### src/rtl/cheat_pkg.sv
// Shared types and constants for the cheat-code download loader.
package cheat_pkg;

   localparam int unsigned WORDS_PER_CODE = 8;
   localparam int unsigned CODE_BITS      = 129;
   localparam int unsigned CLK_BIT        = 128;
   localparam int unsigned HOLD_CYCLES    = 2;
   localparam int unsigned CLEAR_CYCLES   = 2;
   localparam int unsigned WORD_W         = 16;
   localparam int unsigned WIDX_W         = $clog2(WORDS_PER_CODE);
   localparam int unsigned HOLD_W         = 2;

   typedef enum logic [2:0] {
      IDLE     = 3'd0,
      CLEAR    = 3'd1,
      COLLECT  = 3'd2,
      ISSUE_HI = 3'd3,
      ISSUE_LO = 3'd4
   } cheat_state_e;

   // Download file words are little-endian; the code table wants big-endian.
   function automatic logic [WORD_W-1:0] be_word(input logic [WORD_W-1:0] w);
      return {w[7:0], w[15:8]};
   endfunction

endpackage

### src/rtl/cheat_loader_if.sv
// Download-side handshake between the cheat file source and the loader.
interface cheat_loader_if;

   logic        dl_start;
   logic        dl_end;
   logic        wr;
   logic [15:0] wr_data;
   logic        wait_out;

   modport master (
      output dl_start, dl_end, wr, wr_data,
      input  wait_out
   );

   modport slave (
      input  dl_start, dl_end, wr, wr_data,
      output wait_out
   );

endinterface

### src/rtl/cheat_loader.sv
// Assembles 8-word cheat codes from a byte-swapped download stream and
// strobes each complete code into a downstream code table.
module cheat_loader
   import cheat_pkg::*;
#(
   parameter int unsigned MAX_CODES = 32,
   parameter int unsigned CW        = $clog2(MAX_CODES + 1)
) (
   input  logic                 clk,
   input  logic                 reset,
   cheat_loader_if.slave        dl,
   output logic                 codes_clear,
   output logic [CODE_BITS-1:0] code,
   output logic [CW-1:0]        loaded_count,
   output logic                 overflow
);

   cheat_state_e              state_q, state_d;
   logic [HOLD_W-1:0]         hold_q, hold_d;
   logic [WIDX_W-1:0]         widx_q, widx_d;
   logic [CLK_BIT-1:0]        code_q, code_d;
   logic [CW-1:0]             count_q, count_d;
   logic                      ovf_q, ovf_d;
   logic                      end_pend_q, end_pend_d;
   logic                      clear_q, clear_d;
   logic                      wait_q, wait_d;
   logic                      clkbit_q, clkbit_d;

   localparam logic [HOLD_W-1:0] CLEAR_LAST = HOLD_W'(CLEAR_CYCLES - 1);
   localparam logic [HOLD_W-1:0] HOLD_LAST  = HOLD_W'(HOLD_CYCLES - 1);
   localparam logic [WIDX_W-1:0] WIDX_LAST  = WIDX_W'(WORDS_PER_CODE - 1);

   // Next-state, datapath and registered-output computation.
   always_comb begin
      state_d    = state_q;
      hold_d     = hold_q;
      widx_d     = widx_q;
      code_d     = code_q;
      count_d    = count_q;
      ovf_d      = ovf_q;
      end_pend_d = end_pend_q;

      unique case (state_q)
         IDLE: begin
            widx_d = '0;
         end

         CLEAR: begin
            if (dl.dl_end) begin
               state_d = IDLE;
               hold_d  = '0;
            end else if (hold_q == CLEAR_LAST) begin
               state_d = COLLECT;
               hold_d  = '0;
            end else begin
               hold_d = hold_q + HOLD_W'(1);
            end
         end

         COLLECT: begin
            if (dl.dl_end) begin
               // A partial code is simply abandoned.
               state_d = IDLE;
               widx_d  = '0;
            end else if (dl.wr) begin
               for (int unsigned i = 0; i < WORDS_PER_CODE; i++) begin
                  if (widx_q == WIDX_W'(i)) begin
                     code_d[CLK_BIT-1-WORD_W*i -: WORD_W] = be_word(dl.wr_data);
                  end
               end
               if (widx_q == WIDX_LAST) begin
                  widx_d = '0;
                  if (count_q < CW'(MAX_CODES)) begin
                     state_d = ISSUE_HI;
                     hold_d  = '0;
                     count_d = count_q + CW'(1);
                  end else begin
                     ovf_d = 1'b1;
                  end
               end else begin
                  widx_d = widx_q + WIDX_W'(1);
               end
            end
         end

         ISSUE_HI: begin
            if (dl.dl_end) end_pend_d = 1'b1;
            if (hold_q == HOLD_LAST) begin
               state_d = ISSUE_LO;
               hold_d  = '0;
            end else begin
               hold_d = hold_q + HOLD_W'(1);
            end
         end

         ISSUE_LO: begin
            if (hold_q == HOLD_LAST) begin
               // A dl_end seen during the issue takes effect once it completes.
               state_d    = (end_pend_q || dl.dl_end) ? IDLE : COLLECT;
               hold_d     = '0;
               widx_d     = '0;
               end_pend_d = 1'b0;
            end else begin
               if (dl.dl_end) end_pend_d = 1'b1;
               hold_d = hold_q + HOLD_W'(1);
            end
         end

         default: begin
            state_d = IDLE;
            hold_d  = '0;
            widx_d  = '0;
         end
      endcase

      if (dl.dl_start) begin
         state_d    = CLEAR;
         hold_d     = '0;
         widx_d     = '0;
         count_d    = '0;
         ovf_d      = 1'b0;
         end_pend_d = 1'b0;
      end

      clear_d  = (state_d == CLEAR);
      clkbit_d = (state_d == ISSUE_HI);
      wait_d   = (state_d == CLEAR) || (state_d == ISSUE_HI) || (state_d == ISSUE_LO);
   end

   always_ff @(posedge clk) begin
      if (reset) begin
         state_q    <= IDLE;
         hold_q     <= '0;
         widx_q     <= '0;
         code_q     <= '0;
         count_q    <= '0;
         ovf_q      <= 1'b0;
         end_pend_q <= 1'b0;
         clear_q    <= 1'b0;
         wait_q     <= 1'b0;
         clkbit_q   <= 1'b0;
      end else begin
         state_q    <= state_d;
         hold_q     <= hold_d;
         widx_q     <= widx_d;
         code_q     <= code_d;
         count_q    <= count_d;
         ovf_q      <= ovf_d;
         end_pend_q <= end_pend_d;
         clear_q    <= clear_d;
         wait_q     <= wait_d;
         clkbit_q   <= clkbit_d;
      end
   end

   assign dl.wait_out          = wait_q;
   assign codes_clear          = clear_q;
   assign code[CLK_BIT]        = clkbit_q;
   assign code[CLK_BIT-1:0]    = code_q;
   assign loaded_count         = count_q;
   assign overflow             = ovf_q;

endmodule
### src/flat_wrapper.sv
// flat-port wrapper written by rule: the top's interface ports become plain ports
module cheat_loader_flat import cheat_pkg::*;
#(
   parameter int unsigned MAX_CODES = 32,
   parameter int unsigned CW        = $clog2(MAX_CODES + 1)
)
  (clk, reset, codes_clear, code, loaded_count, overflow, dl_dl_start, dl_dl_end, dl_wr, dl_wr_data, dl_wait_out);
  cheat_loader_if dl_i ();
  input  logic clk;
  input  logic reset;
  output logic codes_clear;
  output logic [CODE_BITS-1:0] code;
  output logic [CW-1:0] loaded_count;
  output logic overflow;
  input wire logic [$bits(dl_i.dl_start)-1:0] dl_dl_start;
  input wire logic [$bits(dl_i.dl_end)-1:0] dl_dl_end;
  input wire logic [$bits(dl_i.wr)-1:0] dl_wr;
  input wire logic [$bits(dl_i.wr_data)-1:0] dl_wr_data;
  output wire logic [$bits(dl_i.wait_out)-1:0] dl_wait_out;
  assign dl_i.dl_start = dl_dl_start;
  assign dl_i.dl_end = dl_dl_end;
  assign dl_i.wr = dl_wr;
  assign dl_i.wr_data = dl_wr_data;
  assign dl_wait_out = dl_i.wait_out;
  cheat_loader #(.MAX_CODES(MAX_CODES), .CW(CW)) u_core (.clk(clk), .reset(reset), .dl(dl_i), .codes_clear(codes_clear), .code(code), .loaded_count(loaded_count), .overflow(overflow));
endmodule
### config.mk
export PLATFORM = sky130hd
export DESIGN_NAME = cheat_loader_flat
export DESIGN_NICKNAME = d
export VERILOG_FILES = /design/src/rtl/cheat_pkg.sv /design/src/rtl/cheat_loader_if.sv /design/src/rtl/cheat_loader.sv /design/src/flat_wrapper.sv
export SDC_FILE = /design/constraint.sdc
export NUM_CORES = 1
export LEC_CHECK = 0
export ABC_AREA = 1
export ABC_CLOCK_PERIOD_IN_PS = 1800
export BUFFER_PORTS_ARGS = -buffer_cell sky130_fd_sc_hd__buf_2
export CAP_MARGIN = 20
export CORE_UTILIZATION = 52
export CTS_CLUSTER_DIAMETER = 40
export CTS_CLUSTER_SIZE = 25
export DETAILED_ROUTE_END_ITERATION = 7
export PLACE_DENSITY = 0.82
export SYNTH_ARGS = -nofsm -noshare
export SYNTH_HDL_FRONTEND = slang
export SYNTH_SLANG_ARGS = --single-unit
### constraint.sdc
create_clock -name clk -period 1.8 [get_ports clk]
set_input_delay 0.18 -clock clk [delete_from_list [all_inputs] [get_ports clk]]
set_output_delay 0.18 -clock clk [all_outputs]
set_load 0.03 [all_outputs]
==> flow_summary.toml, run 1 <==
[synthesis]
ys_seq_area_frac = 0.526
ys_warn_count = 0
yosys.cell_types.count = 28
ys_ff_latch = 147
syn_area_per_cell_um2 = 7.81
syn_inst = 716
synth_area_um2 = 5590
synth_nets = 744

[timing]
post-route-min-period_ns = 1.65
tns_ns = 0
skew_ns = 0.0110
finalSetupViolCount = 0
tightest_slew_ns = 0.378
relSlewSlack = 0.748
finalHoldViolCount = 0
max_freq_mhz = 607
rsz0062_at_grt = "false"
drv_slew = 0
period_share = 0.915

[power_and_ir_drop]
vdd_drop_max_mv = 0.551
p_leak_nw = 3.06
power_density_nw_per_um2 = 959

[cells_and_area]
fin_nets = 899
synthToLayoutAreaGrowth_pct = 26.5
drive_gt1_frac = 0.251
post-route-util = 0.682
n_antenna_cell = 0

[placement]
io_buffer_count = 158
routabilityCongestion = 0.919
dp_hpwl_um = 10400

[die]
num_io_pins = 159
start_util = 0.539
dieArea_um2 = 11200
core-area_um2 = 10400
rows = 37
dieHeight_um = 106
dieWidth_um = 106

[global_route]
grt_overflow_total = 0
grt_max_degree = 66
antenna_found_initial = 0
grt_first_pass_wirelength_um = 24800
grt_pass1_vias = 4819
grt_use_total = 0.287

[clocking]
clock_path_buffers = 2
cts_setup_buffers = 0
clkTransAtPathRegs_ns = 0.06
cts-root-buf = "clkbuf_8"
cts.htree.levels = 4
clock_latency_ns = 0.52
cts.sinks = 147
numCtsBuffers = 17
cts_tree = "done"

[setup_path]
crit_required_ns = 2.25
worstSetupStartpoint = "u_core.state_q[0]"
worstSetupEndpointType = "register"
start_kind = "register"
worstPathArrival_ns = 2.10
cp_max_fo = 31
r2r-start = "u_core.state_q[0]"
critPathKind = "reg -> reg"

[run]
max-cap-violations = 0

[routing]
vias_per_cell = 5.31
drtIter0Drc = 343
finalWirelength_um = 15700
drcViolationCount = 0
wl_per_cell_um = 15.4
routed-via-count = 5420
drtPass1Iterations = 5
postRouteAntennaNets = 0

[run_status]
status = "completed"

[hold_path]
hp-class = "in -> reg"
hp-start = "dl_wr_data[7]"
what timing repair did:
item | in CTS | in global routing
hold endpoints to repair | 10 | 2
endpoints found under the setup margin | 0 | 72
hold buffers | 4 | 2
resized for setup | 0 | 13
final timing paths:
kind         slack [ns]  depth (start not counted)            endpoint
max                0.15                          8   u_core.code_q[45]
min                0.02                          3   u_core.code_q[15]
max reg2reg        0.15                          8   u_core.code_q[45]
min reg2reg        0.46                          2  u_core.code_q[106]
metrics by stage:
step           area [um2]  power, mW  hold slack [ns]  setup slack (ns)  instances
3_5_place_dp         6430       3.56            0.440             0.107        982
5_1_grt              7080       6.99          0.00612            0.0136       1020
2_1_floorplan        5590       3.44            0.301             0.238        716
3_3_place_gp         6430       3.56            0.444             0.141        982
4_1_cts              7030       6.80          0.00290            0.0963       1018
6_report             7080       6.79           0.0225             0.153       1020
routing by layer:
metal / wire length, um / share of wire / global-route usage
met5: 0 / 0 / 0
met4: 463 / 0.029 / 0.138
met3: 1310 / 0.083 / 0.0785
met2: 7170 / 0.46 / 0.443
met1: 6790 / 0.43 / 0.371
cells in the mapped netlist (all sizes together):
master / count / area share
a211oi: 1 / 0.0013
a21oi: 72 / 0.064
buf: 22 / 0.030
clkbuf: 19 / 0.013
clkinv: 4 / 0.0036
dfxtp: 147 / 0.53
ha: 7 / 0.016
inv: 24 / 0.016
nand2: 112 / 0.076
nand3: 65 / 0.067
nand3b: 1 / 0.0013
nand4: 4 / 0.0045
nor2: 159 / 0.11
nor3: 3 / 0.0027
o211ai: 1 / 0.0013
o21ai: 73 / 0.065
xnor2: 1 / 0.0016
xor2: 1 / 0.0016
where the power goes:
group	total [mW]	internal (mW)	switching, mW
registers	3.26	3.26	0.00477
clock network	3.28	1.77	1.51
logic	0.239	0.0633	0.176
placed cells by master, fill, tap and decap left out, types with 7 or more instances in the layout:
cell,count
buf_2,158
nor2_1,157
dfxtp_1,147
nand2_1,107
a21oi_1,72
o21ai_0,70
nand3_1,59
inv_1,21
clkbuf_16,16
buf_4,11
ha_1,7
critical path, cell delays in order, from the launching register on:
cell,delay [ns]
dfxtp_1,0.38
inv_2,0.10
nand3_2,0.11
nor2_4,0.14
buf_12,0.21
nand3_4,0.23
inv_6,0.20
nor2_1,0.06
nor2_1,0.12
final cells by class:
class                   instances  area, um2
fillers                       869       3290
flip-flops and latches        147       2940
multi-input cells             500       2320
repair buffers                177        973
clock buffers                  18        418
well taps                     136        170
clock inverters                14        136
inverters                      28        120
flip-flops by register name, summed over array words and instances (netlist names):
name and flops:
u_core.widx_q 3, u_core.overflow 1, u_core.codes_clear 1, u_core.clkbit_q 1
u_core.dl.wait_out 1, u_core.code_q 128, u_core.state_q 3, u_core.loaded_count 6
u_core.hold_q 2, u_core.end_pend_q 1
cells by family after synthesis:
logic type | after synthesis | synth area share
AND/OR/NAND/NOR | 344 | 0.260
AO/OA/AOI/OAI | 147 | 0.132
flip-flops | 147 | 0.526
buffers and inverters | 69 | 0.0631
adder cells (fa/ha/maj) | 7 | 0.0157
XOR/XNOR | 2 | 0.00313
(Power assumes the default switching activity.)
==> inputs of run 2 (changes only) <==
Settings changed: ABC_AREA 1 to 0, REMOVE_ABC_BUFFERS set to 1.
==> run 2 against run 1 <==
Total power fell by 2.2%. Sequential share of layout area shrank 1.4 points. Sequential power hardly changed. Hold slack better by 0.047 ns. Sequential cell count stayed put. Critical path depth fell by 1. Area after synthesis is 0.45% higher. First-iteration DRC count up 16%. Critical path type unchanged. Highest routed layer unchanged.
==> flow_summary.toml, run 2 <==
[timing]
relSlewSlack = 0.642
rsz0062_at_grt = "false"
finalSetupViolCount = 0
post-route-min-period_ns = 1.70
tightest_slew_ns = 0.537
max_freq_mhz = 587
period_share = 0.946
drv_slew = 0
skew_ns = 0.0111
finalHoldViolCount = 0
setup_ws_ns = 0.0963
timing.hold.ws_ns = 0.0697

[synthesis]
yosysMostFrequentCell = "nand2_1"
ys_ff_latch = 147
yosys.cell_types.count = 46
synth_top_flop_cell = "dfxtp_1"
ys_async_sr_fraction = 0
synth_top_cell_area_share = 0.524
synth_edf_count = 0
ys_seq_area_frac = 0.524
syn_area_per_cell_um2 = 8.75
synth_area_um2 = 5620
synth.largest_area_cell = "dfxtp_1"
syn_inst = 642
netlist_top_cells_area = "dfxtp_1 52%, nand2_1 11%, mux2i_1 8.6%"
ys_top_cells_by_count = "165 x nand2_1, 147 x dfxtp_1, 86 x a21oi_1"
ys_warn_count = 0

[cells_and_area]
final_common_cell = "nand2_1"
top_register = "u_core.code_q"
drive_gt1_frac = 0.288
fin_nets = 842
layout_common_cells = "165 x nand2_1, 157 x buf_2, 145 x dfxtp_1"
fin_area_um2 = 7330
largest_reg_flops = 128
synthToLayoutAreaGrowth_pct = 30.4
n_antenna_cell = 0

[global_route]
grt_util_met1 = 0.360
grt_max_degree = 128
grt_util_met3 = 0.0656
use_met2 = 0.462
grt_first_pass_wirelength_um = 24300
top_usage_layer = "met2"
grt_use_total = 0.280
grt_overflow_total = 0
grt_pass1_vias = 4753
antenna_found_initial = 0

[setup_path]
start_kind = "register"
worstPathArrival_ns = 2.14
cp_max_fo = 11
crit_required_ns = 2.24
critPathKind = "reg -> reg"
worstSetupEndpointType = "register"
reg2reg_depth = 7

[die]
dieHeight_um = 106
rows = 37
dieWidth_um = 106
start_util = 0.539
num_io_pins = 159
dieArea_um2 = 11200
core-area_um2 = 10400

[clocking]
clkTransAtPathRegs_ns = 0.06
cts.htree.levels = 4
cts.sinks = 147
cts-root-buf = "clkbuf_8"
clock_latency_ns = 0.52
clock_path_buffers = 2
numCtsBuffers = 17
cts_tree = "done"
cts_setup_buffers = 0

[routing]
drtIter0Drc = 398
drcViolationCount = 0
finalWirelength_um = 15600
drtPass1Iterations = 7
postRouteAntennaNets = 0
wl_per_cell_um = 16.2
vias_per_cell = 5.34
routed-via-count = 5141

[placement]
dp_slack_ns = 0.0182
routabilityCongestion = 0.873
io_buffer_count = 158
dp_hpwl_um = 10200
dpl_cell_area_um2 = 6600

[power_and_ir_drop]
p_total_mw = 6.64
internal_power_mw = 5.15
pwr-share-seq = 0.492
power_switching_mw = 1.48
power_density_nw_per_um2 = 906
p_leak_nw = 3.47
sw_frac_of_total = 0.224
vdd_drop_max_mv = 0.569
p_comb_frac = 0.032
pwr-share-clk = 0.477

[run]
max-cap-violations = 0

[hold_path]
hp-class = "in -> reg"
whs_path_depth = 4

[run_status]
status = "completed"
run 2: cell types whose count changed after synthesis, moves of 14 or more:
| cell | previous run | this run |
|---|---|---|
| a21oi_1 | 72 | 86 |
| nand2_1 | 111 | 165 |
| mux2i_1 | 0 | 48 |
| nand3_1 | 60 | 7 |
| o21ai_0 | 71 | 4 |
| nor2_1 | 158 | 62 |
| inv_1 | 21 | 6 |
| clkbuf_1 | 17 | 35 |
run 2: cell families (layout without fill, tap and decap cells):
group / Yosys count / after routing / share of synthesized area
and+or+nand+nor: 271 / 271 / 0.217
DFF: 147 / 147 / 0.524
AOI/OAI and AO/OA: 102 / 102 / 0.0975
buffers and inverters: 63 / 248 / 0.0546
muxes: 48 / 48 / 0.0855
adders and majority gates: 7 / 7 / 0.0156
xor gates and xnor gates: 4 / 4 / 0.00624
run 2: path summary, 6_finish.rpt:
| path | from | to | slack (ns) |
|---|---|---|---|
| hold reg to reg | u_core.code_q[62] | u_core.code_q[62] | 0.45 |
| hold / removal | dl_dl_start | u_core.clkbit_q | 0.07 |
| setup reg to reg | u_core.widx_q[2] | u_core.code_q[70] | 0.1 |
| setup / recovery | u_core.widx_q[2] | u_core.code_q[70] | 0.1 |
run 2: layout make-up:
cell class / instances / area (um2)
Clock buffer: 19 / 422
Fill cell: 813 / 3090
Timing Repair Buffer: 210 / 1260
Multi-Input combinational cell: 432 / 2390
Clock inverter: 13 / 111
Sequential cell: 147 / 2950
Tap cell: 136 / 170
Inverter: 6 / 22.5
run 2: per-layer routing:
metal,up-vias,share of wire
met5,-,0
met1,2452,0.43
met4,0,0.016
met3,20,0.067
met2,210,0.49
li1,2459,-
run 2: critical path: stages (launching register included):
cell and delay (ns):
dfxtp_1 0.36, buf_4 0.17, inv_1 0.25, ha_1 0.23, and3_1 0.18, buf_4 0.21
nand2_1 0.08, a21oi_1 0.14
run 2: power by group through the flow:
stage,Clock [mW],Sequential [mW],Combinational [mW]
2_1_floorplan,0,3.34,0.0297
3_3_place_gp,0,3.34,0.171
3_5_place_dp,0,3.34,0.176
4_1_cts,3.20,3.26,0.207
5_1_grt,3.36,3.26,0.227
6_report,3.16,3.26,0.210
run 2: repair_timing:
| action | 4_1_cts | 5_1_grt |
|---|---|---|
| hold endpoints to repair | 83 | 0 |
| hold buffers | 17 | 0 |
| endpoints found under the setup margin | 1 | 5 |
| pin swaps | 0 | 0 |
| cloned | 0 | 0 |
| gates resized for setup | 1 | 7 |
run 2: through the flow:
stage | utilization | setup TNS (ns) | instances
after floorplan | - | -28.67 | 585
after global placement | 0.634 | 0 | 914
after detailed placement | 0.634 | 0 | 914
after CTS | 0.701 | 0 | 963
after global routing | 0.704 | 0 | 963
final | 0.704 | 0 | 963
==> inputs of run 3 (changes only) <==
Settings changed: ABC_CLOCK_PERIOD_IN_PS 1800 to 1940.
Clock period 1.8 ns to 1.94 ns, I/O delays scaled along.
==> run 3 against run 2 <==
Routed wire length decreased by 0.18%. Clock skew decreased by 0.0029 ns. Sequential share of layout area increased by 0.16 points. Non-clock buffer count decreased by 11. Largest power group is now clock.
==> flow_summary.toml, run 3 (synthesized netlist as in run 2, its figures left out) <==
[setup_path]
r2r-start = "u_core.widx_q[0]"
reg2reg_depth = 6
ff2ff_setup_slack_ns = 0.12
crit_end = "u_core.loaded_count[4]"
timing.rr.end = "u_core.loaded_count[4]"
worstSetupStartpoint = "u_core.widx_q[0]"
critPathKind = "reg -> reg"
crit_required_ns = 2.38
worstSetupEndpointType = "register"
worstPathArrival_ns = 2.26
start_kind = "register"
cp_max_fo = 5

[run_status]
status = "completed"

[timing]
tns_ns = 0
finalSetupViolCount = 0
tightest_slew_ns = 0.486
drv_slew = 0
rsz0062_at_grt = "false"
relSlewSlack = 0.676
period_share = 0.938
skew_ns = 0.00823
timing.hold.ws_ns = 0.00746
finalHoldViolCount = 0
setup_ws_ns = 0.120
post-route-min-period_ns = 1.82
max_freq_mhz = 549

[placement]
io_buffer_count = 158
dp_hpwl_um = 10200
dpl_cell_area_um2 = 6540
dp_slack_ns = 0.0852
place_inst = 903
routabilityCongestion = 0.863

[clocking]
cts-root-buf = "clkbuf_8"
cts_setup_buffers = 0
clock_latency_ns = 0.52
cts.htree.levels = 4
cts_tree = "done"
numCtsBuffers = 17
clkTransAtPathRegs_ns = 0.06
clock_path_buffers = 2
cts.sinks = 147

[hold_path]
hp-class = "in -> reg"

[cells_and_area]
final_common_cell = "nand2_1"
fin_cells = 952
post-route-util = 0.700
fin_nets = 831
largest_reg_flops = 128
drive_gt1_frac = 0.272
top_register = "u_core.code_q"
fin_area_um2 = 7290
n_antenna_cell = 0
layout_common_cells = "165 x nand2_1, 157 x buf_2, 147 x dfxtp_1"
synthToLayoutAreaGrowth_pct = 29.8

[run]
max-cap-violations = 0

[global_route]
antenna_found_initial = 0
grt_overflow_total = 0
grt_max_degree = 117
grt_first_pass_wirelength_um = 24500
grt_use_total = 0.283
grt_pass1_vias = 4892

[routing]
drtIter0Drc = 344
drtPass1Iterations = 6
drcViolationCount = 0
postRouteAntennaNets = 0
wl_per_cell_um = 16.3
vias_per_cell = 5.40
routed-via-count = 5145
finalWirelength_um = 15600

[die]
start_util = 0.539
dieHeight_um = 106
dieWidth_um = 106
num_io_pins = 159
dieArea_um2 = 11200
core-area_um2 = 10400
rows = 37

[power_and_ir_drop]
power_density_nw_per_um2 = 871
p_leak_nw = 3.46
p_total_mw = 6.36
vdd_drop_max_mv = 0.455
-- run 3: changes by cell type in the layout (fill, tap and decap cells not counted), sizes merged --
cell,before,now
inv,7,8
bufinv,1,2
clkinv,7,4
clkinvlp,4,3
buf,193,182
clkbuf,19,21
-- run 3: what timing repair did --
item,4_1_cts,5_1_grt
gates resized for setup,0,2
hold buffers,17,0
endpoints found under the setup margin,0,9
hold endpoints to repair,79,0
-- run 3: worst min-delay path by stage --
stage / cells after the start / slack, ns / endpoint / start
floorplan: 1 / 0.26 / u_core.code_q[0] / reset
global placement: 2 / 0.44 / u_core.code_q[55] / u_core.code_q[55]
detailed placement: 2 / 0.44 / u_core.code_q[48] / u_core.code_q[48]
CTS: 3 / 0.01 / u_core.state_q[0] / dl_dl_start
global route: 3 / 0.007 / u_core.state_q[0] / dl_dl_start
finish: 3 / 0.007 / u_core.state_q[0] / dl_dl_start
-- run 3: routing by layer --
metal | wire length (um) | track usage
met4 | 212 | 0.108
met5 | 0 | 0
met3 | 1230 | 0.0766
met2 | 7660 | 0.484
met1 | 6460 | 0.337
-- run 3: power breakdown --
group          internal (mW)  switching [mW]  total [mW]
clock network           1.90            1.23        3.14
logic                 0.0618           0.131       0.193
registers               3.02         0.00295        3.03
-- run 3: worst max-delay path, cell delays in order, from the launching register on --
cell and delay (ns):
dfxtp_1 0.38, ha_1 0.21, ha_1 0.24, and3b_1 0.26, nand3_4 0.10, or4_1 0.46, o21ai_0 0.09
-- run 3: area by class of cell --
| cell class | instances | area [um2] |
|---|---|---|
| Fill cell | 788 | 3120 |
| Sequential cell | 147 | 2940 |
| Multi-Input combinational cell | 432 | 2380 |
| Timing Repair Buffer | 199 | 1210 |
| Clock buffer | 21 | 449 |
| Tap cell | 136 | 170 |
| Clock inverter | 11 | 128 |
| Inverter | 6 | 22.5 |
